## config.mk

```make
export PLATFORM = sky130hd
export DESIGN_NAME = timekeeper_param
export DESIGN_NICKNAME = d
export VERILOG_FILES = /design/src/rtl/timekeeper_param.sv
export SDC_FILE = /design/constraint.sdc
export NUM_CORES = 1
export LEC_CHECK = 0
export BUFFER_PORTS_ARGS = -buffer_cell sky130_fd_sc_hd__buf_4
export CELL_PAD_IN_SITES_DETAIL_PLACEMENT = 0
export CELL_PAD_IN_SITES_GLOBAL_PLACEMENT = 1
export CORE_ASPECT_RATIO = 1.4
export CORE_MARGIN = 10
export CORE_UTILIZATION = 39
export CTS_CLUSTER_SIZE = 40
export DETAILED_ROUTE_END_ITERATION = 6
export HOLD_SLACK_MARGIN = 0.1
export PLACE_DENSITY_LB_ADDON = 0.25
export RECOVER_POWER = 50
export SYNTH_ARGS = -nofsm -noshare
export SYNTH_HDL_FRONTEND = slang
export SYNTH_SLANG_ARGS = --single-unit
```

## constraint.sdc

```tcl
create_clock -name clk -period 5.3 [get_ports clk]
set_input_delay 0.53 -clock clk [delete_from_list [all_inputs] [get_ports clk]]
set_output_delay 0.53 -clock clk [all_outputs]
set_load 0.02 [all_outputs]
```

## src/rtl/timekeeper_param.sv

```systemverilog
// rtl/timekeeper_param.sv - prescaled up/down time counter with programmable wrap, load and one-shot alarm
// Optional alarm logic is built only when TIMEKEEPER_ALARM_EN is defined.
module timekeeper_param #(
  parameter int               WIDTH     = 16,
  parameter logic [WIDTH-1:0] MAX_COUNT = {WIDTH{1'b1}},
  parameter int               PRESCALE  = 1
) (
  input  logic             clk,
  input  logic             rst_n,
  input  logic             en,
  input  logic             dir,
  input  logic             load,
  input  logic [WIDTH-1:0] load_val,
  output logic [WIDTH-1:0] cur_time,
  output logic             tick,
  output logic             wrap,
  input  logic [WIDTH-1:0] alarm_val,
  input  logic             alarm_arm,
  input  logic             alarm_ack,
  output logic             alarm_flag
);
  localparam int              PW      = (PRESCALE > 1) ? $clog2(PRESCALE) : 1;
  localparam logic [PW-1:0]   PS_LAST = PW'(PRESCALE - 1);
  localparam logic [PW-1:0]   PS_ONE  = PW'(1);
  localparam logic [WIDTH:0]  ONE     = (WIDTH + 1)'(1);

  logic [PW-1:0]    presc;
  logic             step;
  logic [WIDTH:0]   up_sum;
  logic [WIDTH:0]   dn_diff;
  logic [WIDTH-1:0] next_time;
  logic             next_wrap;
  logic [WIDTH-1:0] load_clamped;

  assign step         = en && !load && (presc == PS_LAST);
  assign up_sum       = {1'b0, cur_time} + ONE;
  assign dn_diff      = {1'b0, cur_time} - ONE;
  assign load_clamped = (load_val > MAX_COUNT) ? MAX_COUNT : load_val;

  // One extra bit catches both overshoot past MAX_COUNT and borrow below zero.
  always_comb begin
    next_time = cur_time;
    next_wrap = 1'b0;
    if (dir) begin
      if (dn_diff[WIDTH]) begin
        next_time = MAX_COUNT;
        next_wrap = 1'b1;
      end else begin
        next_time = dn_diff[WIDTH-1:0];
      end
    end else begin
      if (up_sum > {1'b0, MAX_COUNT}) begin
        next_time = '0;
        next_wrap = 1'b1;
      end else begin
        next_time = up_sum[WIDTH-1:0];
      end
    end
  end

  always_ff @(posedge clk) begin
    if (!rst_n) begin
      cur_time <= '0;
      presc    <= '0;
      tick     <= 1'b0;
      wrap     <= 1'b0;
    end else begin
      tick <= 1'b0;
      wrap <= 1'b0;
      if (load) begin
        cur_time <= load_clamped;
        presc    <= '0;
      end else if (en) begin
        if (step) begin
          presc    <= '0;
          cur_time <= next_time;
          tick     <= 1'b1;
          wrap     <= next_wrap;
        end else begin
          presc <= presc + PS_ONE;
        end
      end
    end
  end

`ifdef TIMEKEEPER_ALARM_EN
  logic [WIDTH-1:0] cmp;
  logic             armed;
  logic             match;

  assign match = step && armed && (next_time == cmp);

  // A fresh arm on the matching edge survives; a set beats a same-edge ack.
  always_ff @(posedge clk) begin
    if (!rst_n) begin
      cmp        <= '0;
      armed      <= 1'b0;
      alarm_flag <= 1'b0;
    end else begin
      if (match) begin
        alarm_flag <= 1'b1;
      end else if (alarm_ack) begin
        alarm_flag <= 1'b0;
      end
      if (alarm_arm) begin
        cmp   <= alarm_val;
        armed <= 1'b1;
      end else if (match) begin
        armed <= 1'b0;
      end
    end
  end
`else
  logic unused_alarm;
  assign unused_alarm = ^{alarm_val, alarm_arm, alarm_ack};
  assign alarm_flag   = 1'b0;
`endif

endmodule

```

; ---- Word level (Yosys, flattened, before mapping)
; Cells that the tools add are included.
[totals]
out_inout_bits = 19
register_bits = 19
wordCells = 34
in_bits = 39
[op_classes]
add_sub_neg = 3
order_cmp = 2
n_reduce_logical = 9
n_mux = 12
n_bitwise = 4
[ops]
columns = operator, n
row1 = 2-to-1 mux 16 bit, 7
row2 = adder 16 x 1 -> 17 bit (second input constant), 1
row3 = > comparator 17 x 16 -> 1 bit (second input constant), 1
row4 = subtractor 16 x 1 -> 17 bit (second input constant), 1
row5 = > comparator 16 bit (second input constant), 1
row6 = 2-to-1 mux 1 bit, 5
row7 = inverter 1 bit, 4
row8 = nonzero test 2 bit, 2
row9 = OR reduction 4 bit, 1
row10 = OR reduction 3 bit, 1
row11 = logical AND 1 bit, 2
row12 = AND reduction 2 bit, 1
row13 = OR reduction 2 bit, 1
row14 = adder 1 bit (second input constant), 1
row15 = logical NOT 1 bit, 1

; ---- Logic depth before layout (Yosys ltp)
; Gate-level depths: netlist of the first run.
[depth]
word_depth = 7
depth_mapped = 10
mapped_depth_nobuf = 8

; ---- Worst setup path before layout of the first run
; No wires, ideal clock.
[synth_path]
path_kind = register -> register
start = register cur_time[0]
end = register cur_time[5]
t_arrival_ns = 2.636
stages_incl_launch_ff = 11
setup_slack_ns = 2.541
required_ns = 5.178
n_path_buf = 2
setup_ns = 0.122
cell_sequence = dfxtp_1 > buf_2 > inv_1 > ha_1 > nand4_1 > a2111oi_0 > or4b_4 > o31a_1 > buf_6 > a211oi_1 > nor4_1
[synth_between]
elab_chain_cells = 7
word_cells_on_any_way = 9
[synth_lines]
columns = item, line
row1 = from (decl), 14  ; output logic [WIDTH-1:0] cur_time,
row2 = from (signal assigned), 71  ; cur_time <= load_clamped;
row3 = from (signal assigned), 76  ; cur_time <= next_time;
row4 = adder 16 x 1 -> 17 bit, 36  ; assign up_sum = {1'b0, cur_time} + ONE;
row5 = > comparator 17 x 16 -> 1 bit, 52  ; if (up_sum > {1'b0, MAX_COUNT}) begin
row6 = 2-to-1 mux 16 bit, 52
row7 = 2-to-1 mux 16 bit (*), 44  ; if (dir) begin
row8 = 2-to-1 mux 16 bit (*), 74  ; if (step) begin
row9 = 2-to-1 mux 16 bit (*), 73  ; end else if (en) begin
row10 = 2-to-1 mux 16 bit (*), 70  ; if (load) begin
; Every way passes the cells marked *; elsewhere a longest branch is shown, timed or not. The select of a mux whose other input is x is not followed.
; A chain may end at the register's enable or synchronous reset.

; ---- Worst setup path in the final report of the first run
[layout_path]
start = register cur_time[0]
end = register cur_time[8]
; The elaborated chain is that of the path after synthesis.

==> results by group, run 1 <==
Yosys
  – Count of cell types in the netlist: 62
  – Main flop type after synthesis: dfxtp_1
  – Syn. warnings: 0
  – Avg Cell Area, Syn: 7.39 µm²
  – Synthesized instance count: 255
  – Syn nets: 297
  – EDFF count, synth: 0
  – Sequential fraction of the synthesis area: 0.202
  – Mapped Area: 1880 µm²
  – Async SR Flop Fraction: 0
  – Yosys reg bits: 19

Layout
  – Fraction of layout cells with a size suffix above 1: 0.147
  – Multi-input gate area: 1360 µm²
  – Ant diodes: 0
  – Fillers: 528
  – Register Area: 380 µm²
  – Cell Count, Final, Fillers Out: 334
  – Nets: 315
  – Fin util: 0.457
  – Synth-to-Final Area Change: 11.8%

STA
  – Clock skew: 0.00526 ns
  – Worst slew margin: 0.410
  – Worst hold slack: 0.439 ns
  – Fin crit share: 0.651
  – Setup TNS: 0 ns
  – Setup Viol. Count Final: 0
  – Worst-Margin Slew: 0.862 ns
  – Max Slew Vio Count: 0
  – Final min period: 3.45 ns
  – RSZ-0062 raised after global routing: false
  – Final hold vios: 0
  – Max Clk Rate: 290 MHz

GRT
  – Global-route wire length before repair: 10000 µm
  – Vias in the first global route: 2032
  – Initial antenna violation count: 0
  – Global route total overflow: 0
  – M2 GR Usage: 0.279
  – Largest net degree at the start of global routing: 21
  – GRT Overall Usage: 0.152
  – Met1 global-route usage: 0.174
  – Met3 Use GR: 0.0228
  – Busiest grt layer: met2

CTS
  – CTS Buf Count: 3
  – CTS Sinks: 19
  – Longest Clk Path Bufs: 2
  – Clock Latency Late Sink: 0.27 ns
  – H-tree levels: 1
  – Clock transition at path regs: 0.09 ns
  – Root Buffer: clkbuf_8
  – CTS resizes: 0
  – Cts hold-fix bufs: 0
  – CTS tree: built
  – Post-CTS Setup Repair Bufs: 0

Power and ir drop
  – Total power: 0.000424 W
  – Pleak: 0.763 nW
  – Worst vdd ir: 0.136 mV
  – Power per standard cell area: 201 nW/µm²

Worst setup path
  – Crit-path cells: inv_1, ha_1, nand4_1, a2111oi_0, or4b_4, o31a_1, a211oi_1, nor3_1
  – Critical Path Fanout Max: 12
  – CP Class: flop to flop
  – CP Buf/Inv Count: 1
  – Critical path endpoint category: flop
  – Startpoint types: flop
  – Crit path largest cell delay: 0.70 ns
  – Worst Path Required: 5.46 ns
  – CP max stage cell: a2111oi_0
  – Delay-heaviest family, CP: compound AO/OA/AOI/OAI gates
  – Crit path DAT: 3.61 ns

Placement
  – HPWL after DPL: 4330 µm
  – Port bufs: 38
  – Cells after DPL: 330
  – GPL Wtd Cong: 0.859

Detailed routing
  – Antenna Violating Nets Remaining: 0
  – Drt pass-1 iters: 4
  – WL final: 6040 µm
  – DRC Markers: 0
  – 1st-iter DRT viols: 190
  – Vias: 1972
  – Via/cell ratio: 5.90
  – Avg WL per Cell: 18.1 µm

Floorplan
  – Core area: 4610 µm²
  – Row cnt: 29
  – Die Area: 8050 µm²
  – I/O pin count: 58
  – Die width: 78.7 µm
  – Starting Density: 0.409
  – Die H: 102 µm

Outcome
  – Status: completed

Flow run
  – Maxcap violations: 0

Min path
  – Hold Path Class: primary input to flop
[worst reg2reg max path, stage by stage (launching register included)]
cell and delay [ns]:
dfxtp_1 0.58, inv_1 0.15, ha_1 0.34, nand4_1 0.09, a2111oi_0 0.70, or4b_4 0.58
o31a_1 0.49, a211oi_1 0.36, nor3_1 0.07
[logic make-up after synthesis]
| logic type | synth area share |
|---|---|
| and+or+nand+nor | 0.341 |
| AOI/OAI and AO/OA | 0.274 |
| buffers and inverters | 0.0790 |
| DFF | 0.202 |
| xor gates and xnor gates | 0.0651 |
| adders and majority gates | 0.0199 |
| muxes | 0.0166 |
| other | 0.00199 |
[final timing paths]
path,slack (ns),start,depth (start not counted),endpoint
worst max register to register,1.85,cur_time[0],8,cur_time[8]
worst max-delay path,1.85,cur_time[0],8,cur_time[8]
worst min-delay path,0.44,en,2,presc
worst min register to register,0.49,presc,1,presc
[cell usage in the layout, fill, tap and decap left out, types with 2 or more instances in the layout]
cell,Yosys,routed
o211ai_1,5,5
ha_1,3,3
mux2i_1,2,2
inv_1,6,6
a21oi_1,16,16
nand3b_1,4,4
a22oi_1,3,3
nor2_1,20,20
and4_1,3,3
nor4_1,5,5
nor3_1,19,19
o41ai_1,2,2
buf_4,3,21
and2_1,3,3
o22ai_1,2,2
a211oi_1,2,2
a32o_1,3,3
a221oi_2,4,4
nand2b_1,2,2
nand4_1,5,5
clkbuf_1,13,18
a2111oi_0,2,2
xnor2_1,6,6
or3_1,2,2
nand2_1,19,19
a21boi_0,3,3
clkbuf_8,0,3
o21ai_0,14,14
xor2_1,8,8
a31oi_1,6,6
nand3_1,7,7
and3_1,4,4
dfxtp_1,19,19
nor2b_1,5,5
[state kept, by name (all words and copies together) (netlist names)]
register and count:
presc 1, cur_time 16, wrap 1, tick 1
[Yosys cell counts, drive strengths merged (2+ instances only)]
cell type	instances	area [µm²]
buf	12	72.6
nand3b	4	30.0
or4	2	18.8
a2111oi	3	32.5
a211oi	2	15.0
a31oi	6	37.5
dfxtp	19	380
nand3	7	35.0
a21oi	16	80.1
a21boi	3	22.5
o41ai	2	17.5
inv	6	22.5
a221oi	5	68.8
and4	3	26.3
nor2	20	75.1
xor2	8	70.1
or3	2	12.5
ha	3	37.5
o22ai	2	12.5
nor3	20	105
nor2b	5	31.3
nor4	6	43.8
o21ai	14	70.1
nand2	20	77.6
nand4	6	52.6
o211ai	5	37.5
clkbuf	14	53.8
and2	3	18.8
xnor2	6	52.6
mux2i	2	20.0
nand2b	2	12.5
a32o	3	30.0
and3	4	25.0
a22oi	3	22.5
[per-layer routing]
| layer | vias up | wire length [µm] |
|---|---|---|
| met5 | - | 0 |
| met2 | 59 | 3180 |
| li1 | 984 | - |
| met4 | 0 | 89 |
| met1 | 920 | 2400 |
| met3 | 9 | 366 |
[power by group]
group / switching [W] / total (W) / internal, W
logic: 0.0000760 / 0.000130 / 0.0000538
registers: 0.0000315 / 0.000184 / 0.000153
clock network: 0.0000578 / 0.000110 / 0.0000525
[per-stage QoR]
step	setup WS (ns)	instance area, µm²
6_report	1.85	2110
5_1_grt	1.69	2110
4_1_cts	1.88	2170
3_5_place_dp	1.91	2130
3_3_place_gp	1.89	2130
2_1_floorplan	2.54	1880
[final cells by class]
type / instances / area share
Clock inverter: 1 / 0.00238
Inverter: 6 / 0.0107
Multi-Input combinational cell: 204 / 0.643
Tap cell: 62 / 0.0368
Timing Repair Buffer: 39 / 0.107
Sequential cell: 19 / 0.181
Clock buffer: 3 / 0.0196
No activity file was read; power rests on OpenSTA's default activity.
==> run 2, diff against run 1 <==
Settings changed: ABC_AREA set to 1, CORE_UTILIZATION 39 to 35.
Clock period 5.3 ns to 3.23 ns, I/O delays scaled along.
==> run 2 against run 1 <==
Compared with the run above:
- synthesized cell count grew 26%
- die area grew 11%
- setup slack lost 1.0 ns
- clock skew grew 0.00081 ns
- via count grew 9.4%
- register-to-register slack lost 1.0 ns
- utilization shrank 5.4 points
- hold slack lost 0.22 ns
==> results by group, run 2 <==
Layout
  – Ant diodes: 0 (unchanged)
  – Nets: 392 (+24%)
  – Max reg flops: 16 (unchanged)
  – Synth-to-Final Area Change: 13.3%
  – Register Area: 380 µm² (unchanged)
  – Commonest cells after routing, fill and taps aside: 83 x nand2_1, 42 x nor2_1, 31 x inv_1
  – Biggest register: cur_time
  – Fillers: 653 (+24%)
  – Multi-input gate area: 1330 µm² (-1.8%)
  – Commonest non-fill, non-tap cell in the layout: nand2_1
  – Fraction of layout cells with a size suffix above 1: 0.152 (+0.00480)

Yosys
  – Synth top area cells: dfxtp_1 20%, nand2_1 16%, nor2_1 8.1%, a21oi_1 6.4%, inv_1 5.8%
  – Post-synth top area cell: dfxtp_1
  – Count of cell types in the netlist: 37 (-40%)
  – Yosys reg bits: 19 (unchanged)
  – Top post-synthesis cells by count: 83 x nand2_1, 42 x nor2_1, 30 x inv_1
  – Syn nets: 364 (+23%)
  – Synthesized instance count: 322 (+26%)
  – Async SR Flop Fraction: 0 (unchanged)
  – EDFF count, synth: 0 (unchanged)
  – Most common cell in the netlist: nand2_1
  – Syn. warnings: 0 (unchanged)
  – Avg Cell Area, Syn: 6.03 µm² (-18%)
  – Main flop type after synthesis: dfxtp_1
  – Mapped Area: 1940 µm² (+3.0%)
  – Sequential fraction of the synthesis area: 0.196 (-0.00586)
  – Yosys top cell area share: 0.196 (-0.00586)

Floorplan
  – Die width: 82.9 µm (+5.3%)
  – Row cnt: 32 (+10%)
  – I/O pin count: 58 (unchanged)
  – Die H: 108 µm (+5.7%)
  – Starting Density: 0.356 (-0.0525)
  – Die Area: 8970 µm² (+11%)
  – Core area: 5450 µm² (+18%)

STA
  – Worst slew margin: 0.565 (+0.155)
  – Fin crit share: 0.749 (+0.0982)
  – Clock skew: 0.00607 ns (+0.000811 ns)
  – Setup TNS: 0 ns (unchanged)
  – Worst hold slack: 0.222 ns (-0.217 ns)
  – Max Slew Vio Count: 0 (unchanged)
  – Max Clk Rate: 413 MHz (+43%)
  – RSZ-0062 raised after global routing: false
  – Setup Viol. Count Final: 0 (unchanged)
  – Worst-Margin Slew: 0.652 ns (-0.210 ns)
  – Final hold vios: 0 (unchanged)
  – Final min period: 2.42 ns (-1.03 ns)

GRT
  – Largest net degree at the start of global routing: 20 (-4.8%)
  – GRT Overall Usage: 0.143 (-0.00871)
  – Global-route wire length before repair: 10800 µm (+7.1%)
  – Initial antenna violation count: 0 (unchanged)
  – Global route total overflow: 0 (unchanged)
  – Vias in the first global route: 2161 (+6.3%)

Worst setup path
  – Critical Path Fanout Max: 7 (-5)
  – Startpoint types: flop
  – Crit path DAT: 2.62 ns (-0.99 ns)
  – Worst Path Required: 3.43 ns (-2.03 ns)
  – Crit-path cells: inv_1, ha_1, inv_1, nor2_1, nand2_1, nor4_4, nand2_1, inv_1, nand3_2, nand2_1, inv_1, a31oi_1
  – CP Class: flop to flop
  – CP max stage cell: dfxtp_1
  – Critical path endpoint category: flop
  – Cell mode on critical path: inv_1
  – Crit path largest cell delay: 0.42 ns (-0.28 ns)

Detailed routing
  – 1st-iter DRT viols: 120 (-37%)
  – Vias: 2157 (+9.4%)
  – WL final: 6520 µm (+8.0%)
  – Drt pass-1 iters: 4 (unchanged)
  – DRC Markers: 0 (unchanged)
  – Metal3 WL: 137 µm (-63%)
  – Met2 routed WL: 3530 µm (+11%)
  – Avg WL per Cell: 15.6 µm (-13%)
  – Top routing layer in use: met4
  – Via/cell ratio: 5.17 (-12%)
  – Met1 WL: 2700 µm (+13%)
  – Antenna Violating Nets Remaining: 0 (unchanged)

Outcome
  – Status: completed

Placement
  – HPWL after DPL: 5170 µm (+19%)
  – Port bufs: 38 (unchanged)
  – GPL Wtd Cong: 0.904 (+5.3%)

CTS
  – Clock Latency Late Sink: 0.27 ns (about the same)
  – Cts hold-fix bufs: 0 (unchanged)
  – Longest Clk Path Bufs: 2 (unchanged)
  – CTS Buf Count: 3 (unchanged)
  – CTS tree: built
  – Clock transition at path regs: 0.09 ns (about the same)
  – H-tree levels: 1 (unchanged)
  – CTS Sinks: 19 (unchanged)
  – Post-CTS Setup Repair Bufs: 0 (unchanged)
  – CTS resizes: 0 (unchanged)
  – Root Buffer: clkbuf_8

Power and ir drop
  – Total power: 0.000736 W (+73%)
  – Worst vdd ir: 0.193 mV (+42%)
  – Pleak: 0.961 nW (+26%)
  – Power per standard cell area: 335 nW/µm² (+66%)

Min path
  – Hold Path Class: primary input to flop

Flow run
  – Maxcap violations: 0 (unchanged)
==> run 2: area by class of cell <==
class / count / area share
Clock buffer: 3 / 0.0188
Clock inverter: 1 / 0.00341
Sequential cell: 19 / 0.173
Tap cell: 68 / 0.0387
Multi-Input combinational cell: 254 / 0.606
Inverter: 34 / 0.0581
Timing Repair Buffer: 38 / 0.102
==> run 2: cell families (layout without fill, tap and decap cells) <==
kind of cell    Yosys count  in the layout  synth area share
compound gates           65             65             0.190
xor+xnor                  3              3            0.0135
fa+ha+maj                 3              3            0.0193
buf+inv                  49             76             0.118
flops                    19             19             0.196
other cells               1              1           0.00193
simple gates            182            182             0.462
==> run 2: path summary, 6_finish.rpt <==
kind / depth (start not counted) / startpoint / slack, ns / end
worst min-delay path: 2 / en / 0.22 / presc
worst max register to register: 12 / cur_time[0] / 0.81 / cur_time[2]
worst min register to register: 2 / presc / 0.47 / presc
worst max-delay path: 12 / cur_time[0] / 0.81 / cur_time[2]
==> run 2: per-stage QoR <==
step | cell area (µm²) | std cells | worst slack, ns | util
after floorplan | 1940 | 322 | 1.14 | -
after global placement | 2210 | 413 | 0.844 | 0.406
after detailed placement | 2210 | 413 | 0.837 | 0.406
after CTS | 2260 | 417 | 0.818 | 0.415
after global routing | 2200 | 417 | 0.584 | 0.404
final | 2200 | 417 | 0.809 | 0.404
==> run 2: critical path, delay by kind of cell (launching register included) <==
family,cells,cell delay [ns]
DFF,1,0.42
AOI/OAI and AO/OA,1,0.17
adders and majority gates,1,0.22
and+or+nand+nor,6,1.04
buffers and inverters,4,0.50
==> run 2: metal layers <==
metal | global-route usage | up-vias
li1 | - | 1117
met1 | 0.153 | 978
met2 | 0.278 | 50
met3 | 0.0211 | 12
met4 | 0.0500 | 0
met5 | 0 | -
==> run 2: power breakdown <==
group	internal (W)	total, W	switching, W	leakage (nW)
combinational	0.0000881	0.000253	0.000165	0.782
sequential	0.000252	0.000296	0.0000442	0.157
clock	0.0000874	0.000187	0.0000997	0.0217
==> run 3, diff against run 2 <==
Settings changed: CORE_UTILIZATION 35 to 32.
Clock period 3.23 ns to 2.1 ns, I/O delays scaled along.
==> run 3 against run 2 <==
Compared with the run above:
- design area up 27%
- sequential share of layout area fell by 3.1 points
- power up 78%
- global-route usage increased by 0.35 points
- clock power rose by 61%
- utilization is 7.1 points higher
- combinational power is 130% higher
- critical path type unchanged
- highest routed layer unchanged
==> results by group, run 3 (synthesis gave the netlist of run 2 again) <==
Outcome
  – Status: completed

Layout
  – Fraction of layout cells with a size suffix above 1: 0.383 (+0.231)
  – Commonest non-fill, non-tap cell in the layout: buf_4
  – Synth-to-Final Area Change: 43.5%
  – Fillers: 653 (unchanged)
  – Fin util: 0.475 (+0.0711)
  – Max reg flops: 16 (unchanged)
  – Cell Count, Final, Fillers Out: 464 (+11%)
  – Commonest cells after routing, fill and taps aside: 76 x buf_4, 69 x nand2_1, 33 x nor2_1
  – Biggest register: cur_time
  – Nets: 437 (+11%)
  – Ant diodes: 0 (unchanged)

STA
  – Max Clk Rate: 507 MHz (+23%)
  – RSZ-0062 raised after global routing: true
  – Max Slew Vio Count: 0 (unchanged)
  – Setup Viol. Count Final: 0 (unchanged)
  – Worst hold slack: 0.188 ns (-0.0338 ns)
  – Final hold vios: 0 (unchanged)
  – Clock skew: 0.00287 ns (-0.00320 ns)
  – Fin crit share: 0.939 (+0.190)
  – Final min period: 1.97 ns (-0.448 ns)
  – Setup TNS: 0 ns (unchanged)

Power and ir drop
  – Sw Ratio: 0.410 (-0.00935)
  – Internal power component: 0.000774 W (+81%)
  – Reg power frac: 0.332 (-0.070)
  – Worst vdd ir: 0.225 mV (+17%)
  – NetSw: 0.000538 W (+74%)
  – Comb power frac: 0.439 (+0.096)
  – Clock power share: 0.230 (-0.024)
  – Pleak: 1.26 nW (+31%)
  – Power per standard cell area: 472 nW/µm² (+41%)

Detailed routing
  – Vias: 2363 (+9.6%)
  – Avg WL per Cell: 15.6 µm (-0.32%)
  – DRC Markers: 0 (unchanged)
  – 1st-iter DRT viols: 111 (-7.5%)
  – Via/cell ratio: 5.09 (-1.5%)
  – WL final: 7240 µm (+11%)
  – Antenna Violating Nets Remaining: 0 (unchanged)
  – Drt pass-1 iters: 5 (+1)

CTS
  – Longest Clk Path Bufs: 2 (unchanged)
  – CTS tree: built
  – Clock transition at path regs: 0.09 ns (about the same)
  – H-tree levels: 1 (unchanged)
  – Root Buffer: clkbuf_8
  – CTS Sinks: 19 (unchanged)
  – Clock Latency Late Sink: 0.28 ns (about the same)
  – CTS Buf Count: 3 (unchanged)

Placement
  – HPWL after DPL: 5640 µm (+9.1%)
  – Cells after DPL: 452 (+9.4%)
  – GPL Wtd Cong: 0.901 (-0.29%)
  – Port bufs: 38 (unchanged)

Floorplan
  – Row cnt: 33 (+3.1%)
  – Die Area: 9620 µm² (+7.3%)
  – I/O pin count: 58 (unchanged)
  – Die H: 112 µm (+3.7%)
  – Die width: 85.8 µm (+3.5%)
  – Core area: 5860 µm² (+7.7%)
  – Starting Density: 0.331 (-0.0254)

Min path
  – Hold Path Class: primary input to flop

GRT
  – Vias in the first global route: 2331 (+7.9%)
  – Global route total overflow: 0 (unchanged)
  – Initial antenna violation count: 0 (unchanged)
  – GRT Overall Usage: 0.147 (+0.00351)
  – Global-route wire length before repair: 11600 µm (+7.7%)
  – Largest net degree at the start of global routing: 19 (-5.0%)

Flow run
  – Maxcap violations: 0 (unchanged)

Worst setup path
  – Critical path endpoint category: flop
  – Startpoint types: flop
  – Critical Path Fanout Max: 8 (+1)
  – Worst Path Required: 2.27 ns (-1.16 ns)
  – CP Class: flop to flop
  – FF-to-FF setup slack: 0.13 ns (-0.68 ns)
  – Crit path DAT: 2.15 ns (-0.47 ns)
[run 3: cell types whose count changed in the layout (fill, tap and decap cells not counted), moves of 5 or more]
cell | before | now
nor2_4 | 3 | 9
dfxtp_1 | 19 | 13
clkbuf_1 | 16 | 3
nor2_1 | 42 | 33
buf_4 | 22 | 76
nand2_1 | 83 | 69
inv_1 | 31 | 26
nand2_2 | 2 | 14
nand3_1 | 20 | 15
[run 3: critical path: stages, from the launching register on]
cell	delay, ns
dfxtp_4	0.40
ha_4	0.19
buf_6	0.11
nor2_1	0.04
nor2_2	0.12
nand3_2	0.10
inv_1	0.08
nand2_2	0.08
nor2_4	0.09
nand2_2	0.06
nor2_4	0.12
nand2_4	0.07
nand2_8	0.12
nand2_4	0.07
nand2_2	0.06
nand2_1	0.04
nand2_1	0.06
a21oi_1	0.05
[run 3: area by class of cell]
| type | instances | area (µm²) | area share |
|---|---|---|---|
| flip-flops and latches | 19 | 395 | 0.142 |
| clock buffers | 3 | 41.3 | 0.0148 |
| multi-input cells | 254 | 1490 | 0.537 |
| well taps | 70 | 87.6 | 0.0315 |
| repair buffers | 83 | 626 | 0.225 |
| clock inverters | 1 | 7.51 | 0.00270 |
| inverters | 34 | 133 | 0.0476 |
[run 3: power by group through the flow]
stage / logic [W] / registers, W / clock network, W
after floorplan: 0.000288 / 0.000454 / 0
after global placement: 0.000520 / 0.000436 / 0
after detailed placement: 0.000522 / 0.000436 / 0
after CTS: 0.000526 / 0.000430 / 0.000315
after global routing: 0.000641 / 0.000440 / 0.000325
final: 0.000576 / 0.000435 / 0.000302
[run 3: path summary, 6_finish.rpt]
check,from,endpoint,depth (start not counted)
max,cur_time[0],cur_time[9],17
min,load,presc,2
max reg2reg,cur_time[0],cur_time[9],17
min reg2reg,presc,presc,2
[run 3: what timing repair did]
action                                  in CTS  in global routing
endpoints found under the setup margin      17                 17
endpoints found under the hold margin        1                  0
hold buffers                                 1                  0
cloned                                       0                  0
setup buffers                                0                  7
pin swaps                                    0                 25
resized for setup                            4                 56
[run 3: metrics by stage]
stage	total power, W	cell area, µm²	worst slack, ns
after floorplan	0.000741	1940	0.0127
after global placement	0.000956	2490	-0.0639
after detailed placement	0.000958	2490	-0.0829
after CTS	0.00127	2560	0.00322
after global routing	0.00141	2780	-0.0345
final	0.00131	2780	0.127
[run 3: layer usage]
layer	routed length (µm)	track usage
met1	2840	0.162
met2	3810	0.266
met3	381	0.0246
met4	207	0.0617
met5	0	0
